[src/rtl/fir_decim_fifo_pkg.sv]
// Shared constants for the FIR filter and its decimating output buffer.
// The FIR and this block take their tap count from the same constant, so the
// warm-up length always follows the filter length.
package fir_decim_fifo_pkg;

  // FIR geometry shared with the upstream filter
  localparam int FIR_TAPS   = 21;
  localparam int DATA_W_DEF = 12;

  // Samples before the FIR delay line holds only real data
  localparam int WARMUP_DEF = FIR_TAPS - 1;

  // Buffer / decimation defaults
  localparam int DECIM_DEF  = 4;
  localparam int DEPTH_DEF  = 8;

  // Warm-up / decimation controller states
  typedef enum logic {
    ST_WARMUP = 1'b0,
    ST_RUN    = 1'b1
  } dec_state_e;

  // Width that can hold 0..n (never narrower than 1 bit)
  function automatic int cnt_w(input int n);
    return (n > 0) ? $clog2(n + 1) : 1;
  endfunction

endpackage

[src/rtl/sync_fifo.sv]
// Single-clock FIFO with registered empty flag and fill level.
// The head entry is presented combinationally from storage, so the read
// data holds steady for as long as the head is not popped. A write to a
// full FIFO is accepted only when a read happens in the same cycle.
module sync_fifo #(
  parameter int DATA_W = 12,
  parameter int DEPTH  = 8,
  parameter int LVL_W  = $clog2(DEPTH) + 1
) (
  input  logic              clk,
  input  logic              rst,
  input  logic              wr_en,
  input  logic [DATA_W-1:0] wr_data,
  input  logic              rd_en,
  output logic [DATA_W-1:0] rd_data,
  output logic [LVL_W-1:0]  level,
  output logic              full,
  output logic              empty
);

  localparam int AW = $clog2(DEPTH);

  logic [DATA_W-1:0] mem_q [DEPTH];
  logic [AW-1:0]     wr_ptr_q;
  logic [AW-1:0]     rd_ptr_q;
  logic [LVL_W-1:0]  level_q, level_d;
  logic              empty_q;
  logic              rd_ok;
  logic              wr_ok;

  // A pop needs data; a push into a full FIFO needs a same-cycle pop
  assign full  = (level_q == LVL_W'(DEPTH));
  assign rd_ok = rd_en && !empty_q;
  assign wr_ok = wr_en && (!full || rd_ok);

  // Next fill level from the accepted push/pop pair
  always_comb begin
    level_d = level_q;
    case ({wr_ok, rd_ok})
      2'b10:   level_d = level_q + 1'b1;
      2'b01:   level_d = level_q - 1'b1;
      default: level_d = level_q;
    endcase
  end

  // Pointers, level and empty flag; pointers wrap naturally at DEPTH
  always_ff @(posedge clk) begin
    if (rst) begin
      wr_ptr_q <= '0;
      rd_ptr_q <= '0;
      level_q  <= '0;
      empty_q  <= 1'b1;
    end else begin
      if (wr_ok) wr_ptr_q <= wr_ptr_q + 1'b1;
      if (rd_ok) rd_ptr_q <= rd_ptr_q + 1'b1;
      level_q <= level_d;
      empty_q <= (level_d == '0);
    end
  end

  // Storage; cleared on reset so the head reads zero out of reset.
  // When full with a same-cycle read, the write lands in the slot being
  // vacated, which becomes the new tail once rd_ptr advances.
  always_ff @(posedge clk) begin
    if (rst) begin
      for (int i = 0; i < DEPTH; i++) mem_q[i] <= '0;
    end else if (wr_ok) begin
      mem_q[wr_ptr_q] <= wr_data;
    end
  end

  assign rd_data = mem_q[rd_ptr_q];
  assign level   = level_q;
  assign empty   = empty_q;

endmodule

[src/rtl/fir_decim_fifo.sv]
// Output stage of the FIR: drops the start-up transient, keeps one sample
// in DECIM, and buffers kept samples for a valid/ready consumer.
// Samples pass through bit-exact; no rounding or saturation.
module fir_decim_fifo
  import fir_decim_fifo_pkg::*;
#(
  parameter int DATA_W = DATA_W_DEF,
  parameter int DECIM  = DECIM_DEF,
  parameter int WARMUP = WARMUP_DEF,
  parameter int DEPTH  = DEPTH_DEF,
  parameter int LVL_W  = $clog2(DEPTH) + 1
) (
  input  logic              clk,
  input  logic              rst,
  input  logic [DATA_W-1:0] din,
  input  logic              din_en,
  output logic [DATA_W-1:0] m_data,
  output logic              m_valid,
  input  logic              m_ready,
  output logic [LVL_W-1:0]  level,
  output logic              ovf,
  input  logic              ovf_clr
);

  localparam int WC_W = cnt_w(WARMUP);
  localparam int PH_W = (DECIM > 1) ? $clog2(DECIM) : 1;

  dec_state_e        state_q;
  logic [WC_W-1:0]   warm_cnt_q;
  logic [PH_W-1:0]   phase_q;
  logic              ovf_q;

  logic              keep;
  logic              rd;
  logic              wr;
  logic              drop;
  logic              fifo_full;
  logic              fifo_empty;

  // A sample is kept on a strobe in RUN at decimation phase zero
  assign keep = din_en && (state_q == ST_RUN) && (phase_q == '0);

  // Consumer handshake; a ready with nothing valid is ignored
  assign rd   = m_valid && m_ready;

  // Full FIFO accepts a kept sample only if the head leaves this cycle
  assign wr   = keep && (!fifo_full || rd);
  assign drop = keep && fifo_full && !rd;

  // Warm-up count then free-running decimation phase; RUN exits only on reset
  always_ff @(posedge clk) begin
    if (rst) begin
      state_q    <= (WARMUP == 0) ? ST_RUN : ST_WARMUP;
      warm_cnt_q <= '0;
      phase_q    <= '0;
    end else if (din_en) begin
      case (state_q)
        ST_WARMUP: begin
          warm_cnt_q <= warm_cnt_q + 1'b1;
          // The strobe that completes the warm-up is itself discarded
          if (warm_cnt_q == WC_W'(WARMUP - 1)) state_q <= ST_RUN;
        end
        ST_RUN: begin
          if (phase_q == PH_W'(DECIM - 1)) phase_q <= '0;
          else                             phase_q <= phase_q + 1'b1;
        end
        default: state_q <= ST_WARMUP;
      endcase
    end
  end

  // Sticky overflow; a drop in the same cycle as a clear keeps it set
  always_ff @(posedge clk) begin
    if (rst)          ovf_q <= 1'b0;
    else if (drop)    ovf_q <= 1'b1;
    else if (ovf_clr) ovf_q <= 1'b0;
  end

  sync_fifo #(
    .DATA_W (DATA_W),
    .DEPTH  (DEPTH),
    .LVL_W  (LVL_W)
  ) u_fifo (
    .clk     (clk),
    .rst     (rst),
    .wr_en   (wr),
    .wr_data (din),
    .rd_en   (rd),
    .rd_data (m_data),
    .level   (level),
    .full    (fifo_full),
    .empty   (fifo_empty)
  );

  assign m_valid = !fifo_empty;
  assign ovf     = ovf_q;

endmodule

[config.mk]
export PLATFORM = sky130hd
export DESIGN_NAME = fir_decim_fifo
export DESIGN_NICKNAME = d
export VERILOG_FILES = /design/src/rtl/fir_decim_fifo_pkg.sv /design/src/rtl/sync_fifo.sv /design/src/rtl/fir_decim_fifo.sv
export SDC_FILE = /design/constraint.sdc
export NUM_CORES = 1
export LEC_CHECK = 0
export ABC_AREA = 1
export BUFFER_PORTS_ARGS = -buffer_cell sky130_fd_sc_hd__buf_2
export CORE_MARGIN = 5
export CORE_UTILIZATION = 35
export DETAILED_ROUTE_END_ITERATION = 10
export RECOVER_POWER = 100
export SYNTH_ARGS = -nofsm -noshare
export SYNTH_HDL_FRONTEND = slang
export SYNTH_SLANG_ARGS = --single-unit
[constraint.sdc]
create_clock -name clk -period 5.8 [get_ports clk]
set_input_delay 0.29 -clock clk [delete_from_list [all_inputs] [get_ports clk]]
set_output_delay 0.29 -clock clk [all_outputs]
set_load 0.02 [all_outputs]
After elaboration in Yosys (flattened, before gate mapping)

Memories as Yosys holds them, arrays and structs flattened. A register that Yosys moved wholly into a read port is not among the register bits.
Cells that the tools add are included.

Bits in registers: 20
Bits in latches: 0
RAM bits: 96
ROM bits: 0
Input bits: 17
Output and inout bits: 18
Logic and storage cells: 56
Memories kept: 1

Add/subtract/negate cells: 6
$mul: 0
Div/mod/pow operators: 0
Magnitude comparators: 0
Eq/ne operators: 5
Shift-type cells: 0
Mux-type cells: 16
Bitwise logic cells: 1
Reductions and logical operators: 19

Memories:

| name         | words | bits a word | read ports | clocked after Yosys merged registers in | write ports | line            | RTL |
|---|---|---|---|---|---|---|---|
| u_fifo.mem_q | 8     | 12          | 1          | 1                                       | 8           | sync_fifo.sv:23 | `logic [DATA_W-1:0] mem_q [DEPTH];` |

Operator list:

| cell                | number |
|---|---|
| $mux 12             | 1 |
| $reduce_or 12->1    | 1 |
| $mux 1              | 10 |
| $mux 3              | 3 |
| $logic_and 1x1->1   | 8 |
| $pmux 4 s2          | 1 |
| $add 3x1->3 const B | 2 |
| $add 5x1->5 const B | 1 |
| $eq 5x5->1 const B  | 1 |
| $add 4x1->4 const B | 1 |
| $eq 2x2->1 const B  | 2 |
| $eq 4x4->1 const B  | 1 |
| $logic_not 4->1     | 1 |
| $reduce_and 2->1    | 2 |
| $sub 4x1->4 const B | 1 |
| $logic_not 1->1     | 3 |
| $add 2x1->2 const B | 1 |
| $eq 2x1->1 const B  | 1 |
| $logic_not 2->1     | 1 |
| $logic_or 1x1->1    | 2 |
| $mux 2              | 1 |
| $reduce_bool 2->1   | 1 |
| $not 1->1           | 1 |

Longest topological paths before layout

Gate-level depths: netlist of the first run.

Word-level depth: 10
Mapped depth: 14

By module

From an unflattened synthesis of the first run, not the netlist that was laid out.

Cells, all modules: 565
Area, all modules: 5412.7 um^2

Modules (own cells, without submodules):

| module         | instances | cells each | area each (um^2) |
|---|---|---|---|
| sync_fifo      | 1         | 508        | 4988.5 |
| fir_decim_fifo | 1         | 57         | 424.2 |

Least setup slack after synthesis of the first run

Ideal clock, no wire load.

Path kind: reg2reg
From: reg u_fifo.level_q[3] (netlist: u_fifo.level[3])
To: reg u_fifo.empty_q (netlist: u_fifo.empty)
Setup time: 120 ps
Data arrival time: 2082 ps
Required time: 5680 ps
Slack: 3597 ps
Stages on the path, launching flop included: 13
Clock period less this slack: 2203 ps
Path through: dfxtp_1 > inv_1 > nor2_1 > nand3_2 > nand2_4 > ha_1 > inv_1 > fa_1 > or2_2 > nand3_1 > nand2_1 > nand3_1 > a21oi_1

Word-level cells in the longest chain between the ends: 8
Elaborated cells between the ends (all ways): 12
Those cells by class: 2 x add/sub; 3 x eq/ne; 1 x mux; 6 x reduce/logical

Ends and longest elaborated chain:

| element                                  | line                                  | RTL |
|---|---|---|
| start, declared                          | sync_fifo.sv:26                       | `logic [LVL_W-1:0] level_q, level_d;` |
| start signal, assigned                   | sync_fifo.sv:56                       | `level_q <= level_d;` |
| $eq 4x4->1                               | sync_fifo.sv:32                       | `assign full = (level_q == LVL_W'(DEPTH));` |
| $logic_not 1->1                          | sync_fifo.sv:34, fir_decim_fifo.sv:47 |  |
| $logic_or 1x1->1                         | fir_decim_fifo.sv:47                  | `assign wr = keep && (!fifo_full \|\| rd);` |
| $logic_and 1x1->1                        | fir_decim_fifo.sv:47                  |  |
| $logic_and 1x1->1                        | sync_fifo.sv:34                       | `assign wr_ok = wr_en && (!full \|\| rd_ok);` |
| $eq 2x1->1 or $eq 2x2->1 (tied branches) | sync_fifo.sv:39                       | `case ({wr_ok, rd_ok})` |
| $pmux 4 s2 (*)                           | sync_fifo.sv:39                       |  |
| $logic_not 4->1 (*)                      | sync_fifo.sv:57                       | `empty_q <= (level_d == '0);` |
| end signal, assigned                     | sync_fifo.sv:57                       |  |
| end, declared                            | sync_fifo.sv:27                       | `logic empty_q;` |

Mark *: on every way between the ends. The rest lies on a longest branch, timed or not.
A chain may end at the register's enable or synchronous reset.

==> impl_metrics.toml, run 1 <==
[route]
wl_met1_um = 5710
route.met2.wl_um = 6330
dr.pass1.iters = 6
drcViolationCount = 0
ant_nets = 0
wl_um = 13200
dr_wl_met3_um = 878
drtIter0Drc = 355
routedWlPerCell_um = 16.8
top_layer = "met4"
vias = 3922
vias_per_cell = 5.02

[synthesis]
synth-seq-area-share_pct = 61.5
syn_area_per_cell_um2 = 9.81
async_reset_ff_share_pct = 0
synth_edf_count = 96
synth_top_area_cell = "edfxtp_1"
synth-main-ff-cell = "edfxtp_1"
syn_area_um2 = 5440
syn_inst = 554
netlist_top_cells_area = "edfxtp_1 53%, nor2_1 11%, dfxtp_1 8.5%, o21ai_0 4.9%, nand2_1 4.8%"
synth_cell_type_count = 29
synth_top_area_share_pct = 53.0
syn-num-nets = 580
synth-seq-cells = 119
yosys_warnings = 0

[die]
ioPinCount = 35
core-area_um2 = 15200
die_x_um = 135
die-area_um2 = 18100
start_util_pct = 35.8
rows = 45
die_h_um = 135

[cts]
postCtsHoldBufs = 0
cts-root-buf = "clkbuf_16"
cts_made_buffers = 17
post_cts.repair.setup_buffers = 0
path_clk_slew_ns = 0.05
ctsHtreeMaxLevel = 4
cts_sinks = 119
clock_latency_ns = 0.41
cts_tree = "yes"
clockBufferDepth = 2
cts_resized = 0

[placed_design]
dp_slack_ns = 3.30
dp_hpwl_um = 8040
gp_congestion = 0.753
placed_area_um2 = 5710
io_buffers = 34

[cells_and_area]
seq_area_um2 = 3340
final_cell_mix = "157 x nor2_1, 96 x edfxtp_1, 79 x nand2_1, 53 x o21ai_0, 40 x inv_1"
syn2layout_area_growth_pct = 13.3
nets = 608
drive_above_1_share_pct = 10.3
diodes = 0
final_common_cell = "nor2_1"
fill_cells = 1496
multi_input_comb_area_um2 = 1710
stdcell_area_um2 = 6160

[power_and_ir_drop]
power_mw = 2.45
power.density_nw_per_um2 = 398
p_leak_nw = 2.50
peakVddDrop_v = 0.000209

[critical_path]
cp_cell_sequence = "inv_1, ha_1, inv_1, nor2_1, nand2_1, nor2_1, nand2_1, nand2_1"
path_buf_inv = 2
rr_endpoint = "u_fifo.mem_q[3][4]$_SDFFCE_PN0P_"
path_class = "flop to flop"
rr_worst_depth = 8
rrSetupSlack_ns = 2.71
critPathCapture = "u_fifo.mem_q[3][4]$_SDFFCE_PN0P_"
cp_top_family = "simple AND/OR/NAND/NOR gates"
critical_path.startpoint = "phase_q[0]$_SDFFE_PP0P_"
crit_path_max_incr_delay_ns = 0.83
cp-start-kind = "flop"
crit_path_max_fanout = 13
end_kind = "flop"
cpMostUsedCell = "nand2_1"
cp.arrival_ns = 3.13
regToRegStartpoint = "phase_q[0]$_SDFFE_PP0P_"
slowest_stage = "nand2_1"
cp_data_required_time_ns = 5.84
cp.depth = 8

[global_routing]
gr-total-overflow = 0
grt_usage_pct = 15.5
grt_pass1_vias = 4017
antenna_found_initial = 0
grt_pass1_wl_um = 21400
grt_max_degree = 50

[timing]
worst-slew-pin-transition_ns = 0.918
slew_headroom_pct = 38.8
worst_slack_ns = 2.71
hold_slack_ns = 0.150
finalSetupViolCount = 0
drv_slew = 0
max_clock_freq_mhz = 324
rsz0062_at_grt = "no"
fin_crit_ns = 3.09
skew_ns = 0.00672
post-route-period-util_pct = 53.3
finalHoldViolations = 0
fin_tns_setup_ns = 0

[min_path]
hold_path.startpoint = "ovf_clr"
holdPathStages = 4
min_path_type = "input port to flop"

[run]
drv_cap = 0

[status]
outcome = "finished, final reports clean"
metrics by stage:
stage / instances / utilization, %
global placement: 751 / 37.6
CTS: 782 / 41.3
finish: 782 / 40.5
floorplan: 554 / -
detailed placement: 751 / 37.6
global route: 782 / 40.5
cell type report:
| type | count | area share [%] |
|---|---|---|
| clock inverter | 14 | 2.19 |
| inverter | 40 | 2.44 |
| tap | 188 | 3.82 |
| clock buffer | 17 | 6.91 |
| timing repair buffer | 36 | 2.62 |
| multi-input combinational | 368 | 27.7 |
| sequential | 119 | 54.3 |
synthesized netlist by cell type (2+ instances only):
| master | instances |
|---|---|
| or2_2 | 2 |
| nand2_4 | 6 |
| buf_6 | 4 |
| nand3_1 | 10 |
| ha_1 | 8 |
| nor3_1 | 3 |
| nor2_2 | 10 |
| inv_2 | 2 |
| dfxtp_1 | 23 |
| a21oi_1 | 10 |
| clkbuf_1 | 11 |
| buf_2 | 11 |
| nor2_8 | 2 |
| nand3_2 | 2 |
| nand2_1 | 70 |
| o22ai_1 | 24 |
| inv_1 | 38 |
| xor2_1 | 3 |
| nand2_2 | 4 |
| nor2_1 | 155 |
| o21ai_0 | 53 |
| edfxtp_1 | 96 |
flip-flops by register name, summed over array words and instances, names as in the netlist, named ones only:
| signal | cells |
|---|---|
| warm_cnt_q | 5 |
| u_fifo.mem_q | 96 |
| state_q | 1 |
| ovf | 1 |
| u_fifo.level | 4 |
| u_fifo.empty | 1 |
| phase_q | 2 |
| u_fifo.wr_ptr_q | 3 |
| u_fifo.rd_ptr_q | 3 |
per-layer routing:
metal / track usage [%] / vias up
met1: 20.1 / 1876
met5: 0 / -
li1: - / 1906
met3: 3.65 / 20
met4: 4.92 / 0
met2: 25.7 / 120
worst reg2reg max path: cells and delay by family, from the launching register on:
kind / cells / cell delay [ns]
DFF: 1 / 0.32
buffers and inverters: 2 / 0.12
adders and majority gates: 1 / 0.14
and+or+nand+nor: 5 / 2.14
power breakdown:
group,internal (mW),switching [mW]
sequential,0.964,0.0333
combinational,0.137,0.324
clock,0.623,0.368
total,1.72,0.725
logic make-up (layout without fill, tap and decap cells):
kind of cell	after synthesis	after routing	share of synthesized area, %
adders and majority gates	9	9	2.21
xor gates and xnor gates	4	4	0.645
buffers and inverters	67	107	5.43
DFF	119	119	61.5
AOI/OAI and AO/OA	88	88	8.70
and+or+nand+nor	267	267	21.5
worst min path at each step:
| stage | endpoint |
|---|---|
| floorplan | flop |
| global placement | u_fifo.rd_ptr_q[2]$_SDFFE_PP0N_ |
| detailed placement | u_fifo.rd_ptr_q[2]$_SDFFE_PP0N_ |
| CTS | ovf$_SDFFE_PP0P_ |
| global route | ovf$_SDFFE_PP0P_ |
| finish | ovf$_SDFFE_PP0P_ |
Note: power is estimated with default switching activity, not from simulation.
==> run 2, diff against run 1 <==
==> constraint.sdc (replaced) <==
create_clock -name clk -period 2.7 [get_ports clk]
set_input_delay 0.135 -clock clk [delete_from_list [all_inputs] [get_ports clk]]
set_output_delay 0.135 -clock clk [all_outputs]
set_load 0.02 [all_outputs]
==> run 2 against run 1 <==
Critical endpoint is now u_fifo.mem_q[5][1]$_SDFFCE_PN0P_. Critical path type unchanged. Clock-buffer cell count unchanged. Final cell count up 1.7%. Clock skew up 0.0039 ns. Routed wire length up 1.6%. Utilization up 1.0 points. Hold slack worse by 0.12 ns. Clock power up 130%.
==> impl_metrics.toml, run 2 (synthesis gave the netlist of run 1 again) <==
[cells_and_area]
final_cell_mix = "155 x nor2_1, 96 x edfxtp_1, 78 x nand2_1, 53 x o21ai_0, 40 x inv_1"
syn2layout_area_growth_pct = 16.1
nets = 620
drive_above_1_share_pct = 13.2
largest_register = "u_fifo.mem_q"
postLayoutCoreUtil_pct = 41.5
diodes = 0
largest_register_ffs = 96
final_common_cell = "nor2_1"

[critical_path]
path_class = "flop to flop"
cp_data_required_time_ns = 2.72
cp-start-kind = "flop"
crit_path_max_fanout = 13
end_kind = "flop"
cp.arrival_ns = 2.43

[timing]
skew_ns = 0.0107
worst-slew-pin-transition_ns = 0.910
finalSetupViolCount = 0
fin_crit_ns = 2.41
fin_tns_setup_ns = 0
drv_slew = 0
post-route-period-util_pct = 89.3
slew_headroom_pct = 39.4
max_clock_freq_mhz = 415
finalHoldViolations = 0
rsz0062_at_grt = "no"

[route]
routedWlPerCell_um = 16.8
drtIter0Drc = 388
ant_nets = 0
vias = 4052
vias_per_cell = 5.10
dr.pass1.iters = 5
wl_um = 13400
drcViolationCount = 0

[global_routing]
grt_pass1_wl_um = 21100
gr-total-overflow = 0
antenna_found_initial = 0
grt_usage_pct = 15.4
grt_max_degree = 49
grt_pass1_vias = 4008

[cts]
clockBufferDepth = 2
ctsHtreeMaxLevel = 4
cts_tree = "yes"
cts_sinks = 119
cts-root-buf = "clkbuf_16"
clock_latency_ns = 0.42
postCtsHoldBufs = 1
path_clk_slew_ns = 0.05
cts_resized = 0
post_cts.repair.setup_buffers = 0
cts_made_buffers = 17

[die]
ioPinCount = 35
start_util_pct = 35.8
rows = 45
core-area_um2 = 15200
die-area_um2 = 18100
die_x_um = 135
die_h_um = 135

[placed_design]
dp_hpwl_um = 8330
gp_congestion = 0.844
io_buffers = 34

[power_and_ir_drop]
power.density_nw_per_um2 = 861
p_leak_nw = 2.60
peakVddDrop_v = 0.000495

[status]
outcome = "finished, final reports clean"

[run]
drv_cap = 0

[min_path]
min_path_type = "input port to flop"
-- run 2: cell types whose count changed in the layout (fill, tap and decap cells not counted), moves of 2 or more --
cell and change:
buf_2 +3, buf_4 +3, clkbuf_2 +6, clkinv_1 -2, clkinv_2 -4, clkinv_4 +2, inv_6 +4, nor2_1 -2
nor2_8 +2
-- run 2: final timing paths --
kind | start | to | slack, ns | cells past startpoint
min reg2reg | ovf$_SDFFE_PP0P_ | ovf$_SDFFE_PP0P_ | 0.47 | 2
min | din_en | state_q$_SDFFE_PP0P_ | 0.03 | 3
max reg2reg | phase_q[0]$_SDFFE_PP0P_ | u_fifo.mem_q[5][1]$_SDFFCE_PN0P_ | 0.29 | 8
max | phase_q[0]$_SDFFE_PP0P_ | u_fifo.mem_q[5][1]$_SDFFCE_PN0P_ | 0.29 | 8
-- run 2: where the power goes --
group          internal (mW)  switching [mW]
Clock                   1.37           0.880
Combinational          0.314           0.753
Sequential              2.07          0.0474
-- run 2: layout make-up --
type	instances	area, µm²
clock inverter	15	168
fill	1476	8890
clock buffer	17	425
timing repair buffer	48	235
inverter	40	150
sequential	119	3340
tap	188	235
multi-input combinational	368	1750
-- run 2: routing by layer --
| layer | global-route usage (%) | wire length (µm) | up-vias |
|---|---|---|---|
| met5 | 0 | 0 | - |
| met4 | 6.05 | 279 | 0 |
| met3 | 4.62 | 988 | 24 |
| met2 | 24.8 | 6370 | 155 |
| met1 | 19.4 | 5750 | 1931 |
| li1 | - | - | 1942 |
-- run 2: through the flow --
step | worst slack, ns | power [mW] | hold slack [ns] | cells | cell area [µm²]
after floorplan | 0.497 | 2.90 | 0.295 | 554 | 5440
after global placement | 0.461 | 3.22 | 0.388 | 762 | 5790
after detailed placement | 0.379 | 3.25 | 0.400 | 762 | 5790
after CTS | 0.342 | 5.50 | 0.0179 | 795 | 6400
after global routing | 0.134 | 5.69 | 0.0453 | 795 | 6310
final | 0.290 | 5.44 | 0.0293 | 795 | 6310
-- run 2: critical path, stage by stage (launching register included) --
cell and delay (ns):
dfxtp_1 0.36, inv_1 0.07, ha_1 0.20, inv_1 0.14, nor2_8 0.07, nand2_4 0.11
nor2_8 0.04, nand2_1 0.47, nand2_1 0.55
